**src/rtl/ifetch_prefetch.sv**
```systemverilog
// ifetch_prefetch: instruction prefetch buffer between the tinyV fetch port
// and a synchronous instruction memory with a fixed 1-cycle read latency.
// Sequential word fetches run ahead of the core. Returned words are stored
// with their PCs in a DEPTH-entry FIFO, and a redirect flushes the buffer.
// Optional feature macro: PREFETCH_BYPASS_EN. When it is defined, a word
// returning into an empty buffer is offered to the core in the same cycle.
module ifetch_prefetch #(
  parameter int          DEPTH    = 4,
  parameter logic [31:0] RESET_PC = 32'h0000_0000
) (
  input  logic                     clk,
  input  logic                     reset,
  output logic                     mem_req,
  output logic [31:0]              mem_addr,
  input  logic [31:0]              mem_rdata,
  input  logic                     mem_rvalid,
  input  logic                     redirect_valid,
  input  logic [31:0]              redirect_pc,
  output logic                     instr_valid,
  output logic [31:0]              instr_data,
  output logic [31:0]              instr_pc,
  input  logic                     instr_ready,
  output logic [$clog2(DEPTH):0]   occupancy
);

  localparam int          AW        = $clog2(DEPTH);
  localparam int          CW        = AW + 1;
  localparam logic [CW:0] DEPTH_EXT = (CW+1)'(DEPTH);

  logic          started_q, started_d;
  logic [31:0]   fetch_pc_q, fetch_pc_d;
  logic [31:0]   pending_pc_q, pending_pc_d;
  logic          inflight_q, inflight_d;
  logic [CW-1:0] count_q, count_d;
  logic [AW-1:0] rd_ptr_q, rd_ptr_d;
  logic [AW-1:0] wr_ptr_q, wr_ptr_d;
  logic [31:0]   data_q [DEPTH];
  logic [31:0]   data_d [DEPTH];
  logic [31:0]   pc_q   [DEPTH];
  logic [31:0]   pc_d   [DEPTH];

  logic          fifo_valid;
  logic          bypass_take;
  logic          push;
  logic          pop;
  logic          has_space;
  logic [CW:0]   reserved;

  // A slot is reserved for the request still in flight, so a response is
  // always guaranteed room and never has to be dropped.
  assign reserved   = {1'b0, count_q} + {{CW{1'b0}}, inflight_q};
  assign has_space  = reserved < DEPTH_EXT;
  assign mem_req    = started_q && has_space && !redirect_valid;
  assign mem_addr   = fetch_pc_q;
  assign occupancy  = count_q;
  assign fifo_valid = (count_q != '0);
  assign pop        = fifo_valid && instr_ready && !redirect_valid;

`ifdef PREFETCH_BYPASS_EN
  logic bypass_hit;
  assign bypass_hit  = !fifo_valid && mem_rvalid && !redirect_valid;
  assign bypass_take = bypass_hit && instr_ready;
  assign instr_valid = fifo_valid || bypass_hit;
  assign instr_data  = bypass_hit ? mem_rdata    : data_q[rd_ptr_q];
  assign instr_pc    = bypass_hit ? pending_pc_q : pc_q[rd_ptr_q];
`else
  assign bypass_take = 1'b0;
  assign instr_valid = fifo_valid;
  assign instr_data  = data_q[rd_ptr_q];
  assign instr_pc    = pc_q[rd_ptr_q];
`endif

  // Data from an old path is never stored; a bypassed word is already consumed.
  assign push = mem_rvalid && !redirect_valid && !bypass_take;

  // Next-state logic: a redirect overrides issue, response and pop alike.
  always_comb begin
    started_d    = 1'b1;
    fetch_pc_d   = fetch_pc_q;
    pending_pc_d = pending_pc_q;
    inflight_d   = inflight_q;
    count_d      = count_q;
    rd_ptr_d     = rd_ptr_q;
    wr_ptr_d     = wr_ptr_q;
    data_d       = data_q;
    pc_d         = pc_q;
    if (redirect_valid) begin
      fetch_pc_d = redirect_pc & 32'hFFFF_FFFC;
      inflight_d = 1'b0;
      count_d    = '0;
      rd_ptr_d   = '0;
      wr_ptr_d   = '0;
    end else begin
      inflight_d = mem_req;
      if (mem_req) begin
        fetch_pc_d   = fetch_pc_q + 32'd4;
        pending_pc_d = fetch_pc_q;
      end
      if (push) begin
        data_d[wr_ptr_q] = mem_rdata;
        pc_d[wr_ptr_q]   = pending_pc_q;
        wr_ptr_d         = wr_ptr_q + AW'(1);
      end
      if (pop) begin
        rd_ptr_d = rd_ptr_q + AW'(1);
      end
      case ({push, pop})
        2'b10:   count_d = count_q + CW'(1);
        2'b01:   count_d = count_q - CW'(1);
        default: count_d = count_q;
      endcase
    end
  end

  // State registers; an asserted reset wipes every stored and in-flight word.
  always_ff @(posedge clk or negedge reset) begin
    if (!reset) begin
      started_q    <= 1'b0;
      fetch_pc_q   <= RESET_PC & 32'hFFFF_FFFC;
      pending_pc_q <= '0;
      inflight_q   <= 1'b0;
      count_q      <= '0;
      rd_ptr_q     <= '0;
      wr_ptr_q     <= '0;
      for (int i = 0; i < DEPTH; i++) begin
        data_q[i] <= '0;
        pc_q[i]   <= '0;
      end
    end else begin
      started_q    <= started_d;
      fetch_pc_q   <= fetch_pc_d;
      pending_pc_q <= pending_pc_d;
      inflight_q   <= inflight_d;
      count_q      <= count_d;
      rd_ptr_q     <= rd_ptr_d;
      wr_ptr_q     <= wr_ptr_d;
      data_q       <= data_d;
      pc_q         <= pc_d;
    end
  end

endmodule
```
**config.mk**
```make
export PLATFORM = sky130hd
export DESIGN_NAME = ifetch_prefetch
export DESIGN_NICKNAME = d
export VERILOG_FILES = /design/src/rtl/ifetch_prefetch.sv
export SDC_FILE = /design/constraint.sdc
export NUM_CORES = 1
export LEC_CHECK = 0
export ABC_AREA = 1
export BUFFER_PORTS_ARGS = -buffer_cell sky130_fd_sc_hd__buf_2
export CAP_MARGIN = 5
export CORE_ASPECT_RATIO = 1.25
export CORE_MARGIN = 1
export CORE_UTILIZATION = 65
export CTS_BUF_LIST = sky130_fd_sc_hd__clkbuf_4
export CTS_CLUSTER_SIZE = 30
export DETAILED_ROUTE_END_ITERATION = 10
export GPL_TIMING_DRIVEN = 0
export PLACE_DENSITY = 0.88
export SLEW_MARGIN = 20
export SYNTH_ARGS = -nofsm -noshare
export SYNTH_HDL_FRONTEND = slang
export SYNTH_SLANG_ARGS = --single-unit
```
**constraint.sdc**
```tcl
create_clock -name clk -period 4.4 [get_ports clk]
set_clock_uncertainty 0.1 [all_clocks]
set_input_delay 0.22 -clock clk [delete_from_list [all_inputs] [get_ports clk]]
set_output_delay 0.22 -clock clk [all_outputs]
set_load 0.1 [all_outputs]
```
==> impl_metrics.csv, run 1 <==
group,metric,value,unit
status,status,"complete, no violations",
detailed_routing,wl_per_cell,18.3,um
synthesis,synth-seq-area-share,0.557,
sta,finalCritPeriodShare,0.747,
synthesis,synth_most_common_cell,"o21ai_0",
synthesis,synth.avg_cell_area,8.49,um2
layout,finalNonFillerCells,2326,
synthesis,yosysTopAreaCell,"dfrtp_1",
worst_setup_path,r2r_end,"mem_addr[18]",
detailed_routing,route.detailed.drc,0,
flow_run,maxCapViolCount,0,
placed_design,dp_slack,1.93,ns
worst_setup_path,r2r_setup_slack,1.98,ns
sta,period_needed,3.28,ns
clock_network,clkSinkCount,317,
synthesis,synth_top_cell_area_share,0.557,
worst_setup_path,reg2regPathDepth,9,
synthesis,synthTopCellsByCount,"o21ai_0 (400), nand2_1 (373), dfrtp_1 (317)",
synthesis,postSynth.asyncResetShare,1.00,
layout,final_layout_size_suffix_gt1_frac,0.179,
synthesis,ys_seq_elements,317,
power,peakVddDrop,576,uV
synthesis,netlist_area,14200,um2
grt,grt_remaining_overflow,0,
placed_design,numPlacedInstances,2124,
detailed_routing,wl,42.6,mm
sta,relSlewSlack,0.595,
clock_network,ctsResizeCount,0,
sta,rsz0062_at_grt,"false",
clock_network,root_buffer,"clkbuf_4",
layout,n_fill_cell,1347,
sta,setup_viol,0,
floorplanning,start_util,0.663,
grt,grt_pass1_wl,68.8,mm
grt,grt_max_degree,104,
floorplanning,core.rowCount,60,
detailed_routing,drtIter0Drc,1476,
sta,setup_ws,1.12,ns
synthesis,yosysUniqueCellTypes,34,
grt,grt_util_all_layers,0.392,
layout,multi_input_area,5410,um2
worst_setup_path,arrival,2.96,ns
clock_network,insertion_delay,0.72,ns
detailed_routing,viasPerCell,6.03,
clock_network,cts_buffers,78,
floorplanning,ioPinCount,170,
worst_setup_path,r2r_start,"mem_addr[3]",
clock_network,postCtsSetupBuffers,0,
floorplanning,fp.dieH,167,um
synthesis,yosys_warnings,0,
layout,syn_to_final_growth,21.2,%
floorplanning,fp.dieW,134,um
power,power_density,682,nW/um2
clock_network,clock_path_buffers,3,
layout,layout.area.seq,7930,um2
floorplanning,die_area,22500,um2
placed_design,dp_hpwl,26.6,mm
placed_design,place_congestion,0.903,
grt,grt_pass1_vias,14100,
grt,antenna_found_initial,1,
sta,hold_viol,0,
worst_setup_path,start_kind,"flip-flop",
sta,worstMarginPinSlew,0.607,ns
detailed_routing,num_vias,14000,
sta,fmax,304,MHz
clock_network,h-tree-depth,3,
layout,nNetsFinal,2078,
sta,maxSlewViolCount,0,
detailed_routing,antenna_left,0,
floorplanning,coreArea,21500,um2
worst_setup_path,worstSetupPathType,"reg2out",
layout,final_cell_area,17200,um2
placed_design,portBuffers,162,
worst_hold_path,hold_class,"in2async",
worst_setup_path,worstPathRequired,4.08,ns
synthesis,synth_edf_count,0,
power,cellLeakagePower,0.00844,uW
detailed_routing,drt_first_pass_iters,6,
synthesis,synth_top_flop_cell,"dfrtp_1",
worst_setup_path,worst-path-max-fanout,10,
clock_network,cts_tree,"yes",
synthesis,synth.area.top_cells,"dfrtp_1 (56%), o21ai_0 (14%), nand2_1 (9.8%)",
synthesis,syn_inst,1677,
worst_setup_path,end_kind,"primary output",
clock_network,clkTransAtPathRegs,0.07,ns
placed_design,dpl-instance-area,15500,um2
## sequential cells by signal, summed over array words and instances (netlist names)
register,flops
pending_pc_q,30
data_q,128
started_q,1
occupancy,3
rd_ptr_q,2
mem_addr,30
inflight_q,1
pc_q,120
wr_ptr_q,2
## critical path, stage by stage (launching register included)
cell	delay (ns)
dfrtp_1	0.33
buf_2	0.25
buf_2	0.32
clkbuf_1	0.45
nor2_1	0.12
o22ai_1	0.31
buf_2	0.50
## kinds of logic after synthesis
group	after synthesis	synth area share
other	2	0.000528
AOI/OAI and AO/OA	508	0.186
adders and majority gates	6	0.00580
xor gates and xnor gates	9	0.00554
DFF	317	0.557
and+or+nand+nor	619	0.181
buffers and inverters	216	0.0635
## worst max path at each step
stage                            start         endpoint  cells past startpoint  slack, ns
final                      rd_ptr_q[0]     instr_pc[13]                      6       1.12
after global routing       rd_ptr_q[0]     instr_pc[15]                      6       1.07
after CTS                  rd_ptr_q[0]     instr_pc[13]                      6       1.18
after detailed placement   rd_ptr_q[0]     instr_pc[15]                      6       1.93
after global placement           reset  pending_pc_q[6]                      1      -2.70
after floorplan           occupancy[0]     occupancy[2]                      9       1.07
## placed cells by master (no fill, tap or decap), drive strengths merged
cell type	n
dfrtp	317
nand2	381
bufinv	3
o21a	1
a31oi	2
xnor2	2
nor3	7
fa	1
diode	1
buf	217
conb	5
a21oi	17
o21ai	415
xor2	7
ha	5
nor2	185
clkinv	12
clkbuf	166
inv	106
nand3	28
clkinvlp	1
dlygate4sd3	77
nand3b	8
o211ai	11
o22ai	62
nand4	10
## per-layer routing
metal,part of all wire,GRT usage,routed length [um],vias to the layer above
met5,0,0,0,-
met4,0.052,0.240,2210,0
met3,0.094,0.0690,4010,188
met2,0.49,0.650,21000,907
met1,0.36,0.477,15400,6714
li1,-,-,-,6216
## what timing repair did
item,CTS,global route
setup endpoints to repair,0,0
hold buffers,78,0
endpoints found under the hold margin,392,0
## final cells by class
| type | instances | share of cell area |
|---|---|---|
| Tap cell | 279 | 0.0202 |
| Buffer | 110 | 0.0293 |
| Clock inverter | 16 | 0.00834 |
| Timing Repair Buffer | 243 | 0.0987 |
| Multi-Input combinational cell | 1147 | 0.314 |
| Clock buffer | 107 | 0.0466 |
| Inverter | 106 | 0.0231 |
| Antenna cell | 1 | 0.000145 |
| Sequential cell | 317 | 0.460 |
## stage by stage
| step | hold slack [ns] | total power (uW) | utilization | setup TNS [ns] |
|---|---|---|---|---|
| floorplan | -0.176 | 8110 | - | 0 |
| global placement | 0.329 | 9000 | 0.717 | -842.46 |
| detailed placement | 0.0913 | 9140 | 0.722 | 0 |
| CTS | 0.0108 | 11700 | 0.803 | 0 |
| global route | 0.0502 | 12300 | 0.803 | 0 |
| finish | 0.0102 | 11800 | 0.803 | 0 |
## where the power goes
part	internal [uW]	switching (uW)
sequential	3750	495
clock	1290	1160
combinational	980	4070
No activity file was read; power rests on OpenSTA's default activity.
==> run 2, diff against run 1 <==
Settings changed: CORE_UTILIZATION 65 to 60, PLACE_DENSITY 0.88 to 0.82.
Clock period 4.4 ns to 3.1 ns, I/O delays scaled along.
==> run 2 against run 1 <==
  * Routed wire length fell by 1.5%
  * Sequential power rose by 41%
  * Combinational power rose by 43%
  * Total power rose by 41%
  * Largest cell class unchanged
  * Critical endpoint unchanged
==> impl_metrics.csv, run 2 (synthesis results as in run 1) <==
group,metric,value,unit
worst_setup_path,r2r_setup_slack,0.57,ns
detailed_routing,route.met2.wl,20.7,mm
floorplanning,core.rowCount,62,
detailed_routing,drt_first_pass_iters,6,
worst_setup_path,r2r_end,"mem_addr[18]",
grt,grt_pass1_vias,13600,
worst_hold_path,hold_class,"in2reg",
detailed_routing,wl_per_cell,17.9,um
worst_setup_path,endpoint,"instr_pc[13]",
power,power_density,952,nW/um2
sta,worstMarginPinSlew,0.569,ns
power,seqPwrFrac,0.363,
power,comb_power_share,0.439,
clock_network,insertion_delay,0.71,ns
worst_setup_path,reg2regPathDepth,9,
power,switching_share,0.487,
status,status,"complete, no violations",
detailed_routing,viasPerCell,5.85,
floorplanning,fp.dieH,174,um
worst_setup_path,critPathLaunch,"rd_ptr_q[0]",
power,p_int,8480,uW
clock_network,root_buffer,"clkbuf_4",
power,clockPowerShare,0.198,
layout,n_fill_cell,1695,
clock_network,h-tree-depth,3,
floorplanning,die_area,24300,um2
worst_setup_path,worstSetupPathType,"reg2out",
placed_design,place_congestion,0.933,
worst_setup_path,end_kind,"primary output",
grt,grt_util_all_layers,0.352,
clock_network,cts_tree,"yes",
placed_design,dp_hpwl,27.0,mm
detailed_routing,top_layer,"met4",
power,p_sw,8040,uW
sta,period_needed,3.04,ns
layout,multi_input_area,5410,um2
clock_network,cts_buffers,80,
detailed_routing,antenna_left,0,
layout,regMostFlops,"data_q",
sta,setup_ws,0.0562,ns
detailed_routing,dr_wl_met3,3.59,mm
layout,layout.area.seq,7930,um2
floorplanning,coreArea,23100,um2
worst_setup_path,worstPathRequired,2.84,ns
floorplanning,fp.dieW,140,um
layout,layout_common_cells,"o21ai_0 (400), nand2_1 (373), dfrtp_1 (317)",
layout,final_common_cell,"o21ai_0",
floorplanning,ioPinCount,170,
detailed_routing,wl,41.9,mm
worst_setup_path,r2r_start,"mem_addr[2]",
power,power,16500,uW
floorplanning,start_util,0.616,
power,cellLeakagePower,0.00847,uW
sta,finalCritPeriodShare,0.982,
layout,finalNonFillerCells,2339,
layout,syn_to_final_growth,22.0,%
clock_network,clock_path_buffers,3,
placed_design,portBuffers,162,
clock_network,clkTransAtPathRegs,0.08,ns
worst_setup_path,start_kind,"flip-flop",
layout,final_layout_size_suffix_gt1_frac,0.179,
sta,fmax,329,MHz
flow_run,maxCapViolCount,0,
detailed_routing,route.detailed.drc,0,
clock_network,clkSinkCount,317,
layout,largest_reg_flops,128,
layout,nNetsFinal,2090,
sta,relSlewSlack,0.621,
worst_setup_path,arrival,2.79,ns
worst_setup_path,worst-path-max-fanout,10,
detailed_routing,drtIter0Drc,1196,
power,peakVddDrop,655,uV
clock_network,postCtsSetupBuffers,0,
grt,grt_remaining_overflow,0,
layout,largest_registers,"data_q x128, pc_q x120",
grt,grt_max_degree,105,
grt,grt_pass1_wl,67.6,mm
sta,rsz0062_at_grt,"true",
sta,maxSlewViolCount,0,
sta,setup_viol,0,
grt,antenna_found_initial,1,
sta,hold_viol,0,
placed_design,numPlacedInstances,2133,
detailed_routing,num_vias,13700,
placed_design,dp_slack,0.675,ns
detailed_routing,m1WireLength,15.8,mm
-- run 2: cell count changes in the layout (fill, tap and decap cells not counted), sizes merged --
| cell | before | now |
|---|---|---|
| dlygate4sd3 | 77 | 87 |
| clkbuf | 166 | 188 |
| bufinv | 3 | 1 |
| clkinvlp | 1 | 0 |
| clkinv | 12 | 9 |
| buf | 217 | 196 |
| inv | 106 | 105 |
-- run 2: power groups by stage --
stage	Combinational (uW)	Clock, uW	Sequential, uW
after floorplan	5080	0	6440
after global routing	7690	3510	6120
after global placement	6820	0	5980
after detailed placement	6960	0	6030
after CTS	7120	3290	5970
final	7250	3260	6000
-- run 2: routing by layer --
layer	vias to the layer above	track usage
met3	145	0.0694
met5	-	0
met2	748	0.594
met1	6536	0.430
met4	0	0.185
li1	6244	-
-- run 2: how the worst min path moves through the flow --
stage	start	slack, ns	to	cells past startpoint
global placement	redirect_pc[2]	0.26	mem_addr[2]	3
detailed placement	reset	-0.006	started_q	1
CTS	redirect_pc[2]	0.08	mem_addr[2]	4
floorplan	reset	-0.24	data_q[0]	0
finish	redirect_pc[2]	0.11	mem_addr[2]	4
global route	redirect_pc[2]	0.11	mem_addr[2]	4
-- run 2: critical path, cell delays in order, from the launching register on --
cell      delay [ns]
dfrtp_1         0.31
buf_2           0.24
buf_2           0.32
clkbuf_1        0.48
nor2_1          0.10
o22ai_1         0.29
buf_4           0.36
-- run 2: area by class of cell --
cell class / count / area share
Tap cell: 288 / 0.0208
Sequential cell: 317 / 0.457
Timing Repair Buffer: 253 / 0.108
Inverter: 106 / 0.0229
Buffer: 110 / 0.0294
Antenna cell: 1 / 0.000144
Multi-Input combinational cell: 1147 / 0.312
Clock inverter: 9 / 0.00346
Clock buffer: 108 / 0.0467
-- run 2: what timing repair did --
action / 4_1_cts / 5_1_grt
setup endpoints to repair: 7 / 27
resized for setup: 7 / 26
hold buffers: 88 / 0
hold endpoints to repair: 332 / 0
pin swaps: 0 / 0
-- run 2: per-stage QoR --
stage | TNS [ns] | cell area [um2] | hold WS, ns | utilization
floorplan | 0 | 14200 | -0.241 | -
global placement | -1268.09 | 15400 | 0.265 | 0.667
detailed placement | 0 | 15500 | -0.00601 | 0.671
CTS | 0 | 17300 | 0.0754 | 0.748
global route | -0.0392 | 17400 | 0.115 | 0.751
finish | 0 | 17400 | 0.113 | 0.751
==> run 3, diff against run 2 <==
==> constraint.sdc (replaced) <==
create_clock -name clk -period 3.1 [get_ports clk]
set_clock_uncertainty 0.1 [all_clocks]
set_input_delay 0.62 -clock clk [delete_from_list [all_inputs] [get_ports clk]]
set_output_delay 0.62 -clock clk [all_outputs]
set_load 0.1 [all_outputs]
==> run 3 against run 2 <==
  * Cell count down 2.9%
  * Maximum frequency fell by 1.2%
  * Utilization fell by 0.19 points
  * Via count is 1.9% lower
  * Final area is 0.25% lower
  * Global-route usage fell by 0.28 points
  * Non-clock buffer count shrank 87
  * Combinational power rose by 9.8%
  * Critical path type unchanged
  * Largest power group unchanged
==> impl_metrics.csv, run 3 (synthesis results as in run 1) <==
group,metric,value,unit
worst_setup_path,r2r_end,"occupancy[2]",
power,power,17400,uW
worst_setup_path,worstPathRequired,2.38,ns
layout,post-route-util,0.749,
layout,syn_to_final_growth,21.7,%
worst_setup_path,crit_buf_inv,5,
clock_network,clkSinkCount,317,
clock_network,postCtsSetupBuffers,0,
layout,nNetsFinal,2001,
worst_hold_path,hold_class,"in2reg",
clock_network,h-tree-depth,3,
worst_setup_path,endpoint,"instr_pc[4]",
worst_setup_path,critPathLaunch,"rd_ptr_q[0]",
sta,maxSlewViolCount,0,
clock_network,clkTransAtPathRegs,0.07,ns
flow_run,maxCapViolCount,0,
detailed_routing,antenna_left,0,
clock_network,cts_buffers,78,
worst_setup_path,worstSetupPathType,"reg2out",
sta,relSlewSlack,0.578,
sta,hold_viol,0,
worst_setup_path,slowest_stage,"dfrtp_1",
sta,worstMarginPinSlew,0.632,ns
floorplanning,coreArea,23100,um2
detailed_routing,num_vias,13400,
layout,regMostFlops,"data_q",
sta,period_needed,3.08,ns
grt,grt_pass1_wl,66.6,mm
worst_setup_path,start_kind,"flip-flop",
layout,largest_registers,"data_q x128, pc_q x120",
floorplanning,fp.dieH,174,um
sta,setup_tns,0,ns
layout,final_layout_size_suffix_gt1_frac,0.230,
layout,final_common_cell,"o21ai_0",
grt,grt_util_all_layers,0.350,
layout,final_cell_area,17300,um2
worst_setup_path,r2r_start,"occupancy[0]",
sta,fmax,325,MHz
placed_design,dpl-instance-area,15900,um2
worst_hold_path,holdPathStages,3,
detailed_routing,wl,41.6,mm
layout,layout_common_cells,"o21ai_0 (398), nand2_1 (373), dfrtp_1 (317)",
grt,grt_pass1_vias,13200,
detailed_routing,wl_per_cell,18.3,um
floorplanning,core.rowCount,62,
clock_network,root_buffer,"clkbuf_4",
placed_design,dp_hpwl,27.0,mm
worst_setup_path,cp.depth,7,
status,status,"complete, no violations",
floorplanning,start_util,0.616,
clock_network,cts_tree,"yes",
layout,largest_reg_flops,128,
floorplanning,die_area,24300,um2
worst_setup_path,worst-path-max-fanout,10,
clock_network,insertion_delay,0.69,ns
worst_setup_path,reg2regPathDepth,9,
detailed_routing,drtIter0Drc,1038,
worst_setup_path,path_cells,"clkbuf_4 -> inv_4 -> buf_6 -> buf_4 -> nor2_1 -> o22ai_2 -> buf_12",
sta,finalCritPeriodShare,0.994,
grt,grt_remaining_overflow,0,
sta,rsz0062_at_grt,"true",
worst_setup_path,cpPeakStageDelay,0.36,ns
placed_design,place_congestion,0.922,
power,peakVddDrop,505,uV
floorplanning,fp.dieW,140,um
worst_setup_path,r2r_setup_slack,1.02,ns
grt,antenna_found_initial,1,
placed_design,portBuffers,162,
power,cellLeakagePower,0.00847,uW
detailed_routing,route.detailed.drc,0,
grt,grt_max_degree,88,
clock_network,clock_path_buffers,3,
worst_setup_path,end_kind,"primary output",
power,power_density,1010,nW/um2
detailed_routing,viasPerCell,5.91,
sta,setup_viol,0,
worst_setup_path,path_delay_family,"buffers and inverters",
detailed_routing,drt_first_pass_iters,6,
floorplanning,ioPinCount,170,
worst_setup_path,arrival,2.36,ns
-- run 3: layer usage --
layer / global-route usage / wire (um) / up-vias
met5: 0 / 0 / -
met1: 0.430 / 15700 / 6449
met4: 0.172 / 1590 / 0
met3: 0.0587 / 3300 / 140
li1: - / - / 6092
met2: 0.598 / 21000 / 736
-- run 3: timing repair --
item / CTS / global route
hold buffers: 1 / 0
hold endpoints to repair: 80 / 0
pin swaps: 3 / 2
endpoints found under the setup margin: 63 / 59
gates resized for setup: 136 / 43
-- run 3: how the worst min path moves through the flow --
stage	start	end	slack (ns)
floorplan	reset	data_q[0]	0.22
global placement	pc_q[49]	pc_q[49]	0.36
finish	redirect_pc[5]	mem_addr[5]	0.05
detailed placement	data_q[38]	data_q[38]	0.37
global route	redirect_pc[5]	mem_addr[5]	0.04
CTS	redirect_pc[5]	mem_addr[5]	0.01
-- run 3: worst register-to-register path, cell delays in order (launching register included) --
cell	delay (ns)
dfrtp_1	0.43
inv_1	0.13
nand3_2	0.15
nand2_1	0.19
nor2_2	0.09
fa_1	0.38
xor2_1	0.18
xor2_1	0.17
nand2_1	0.08
o21ai_0	0.07
-- run 3: layout make-up --
class | instances | area, um2
Clock inverter | 28 | 160
Antenna cell | 1 | 2.50
Fill cell | 1697 | 5800
Timing Repair Buffer | 166 | 1290
Tap cell | 288 | 360
Multi-Input combinational cell | 1147 | 5780
Clock buffer | 108 | 811
Sequential cell | 317 | 7930
Buffer | 110 | 572
Inverter | 106 | 403
-- run 3: per-stage QoR --
| stage | cells | worst slack, ns | hold WS (ns) |
|---|---|---|---|
| 3_3_place_gp | 2130 | -4.51 | 0.361 |
| 2_1_floorplan | 1680 | 0.0374 | 0.224 |
| 4_1_cts | 2270 | -0.00493 | 0.0108 |
| 6_report | 2271 | 0.0195 | 0.0515 |
| 3_5_place_dp | 2133 | 0.278 | 0.368 |
| 5_1_grt | 2271 | -0.0279 | 0.0398 |
-- run 3: where the power goes --
part           switching (uW)  internal, uW
Sequential                681          5320
Combinational            5960          2000
Clock                    1690          1780
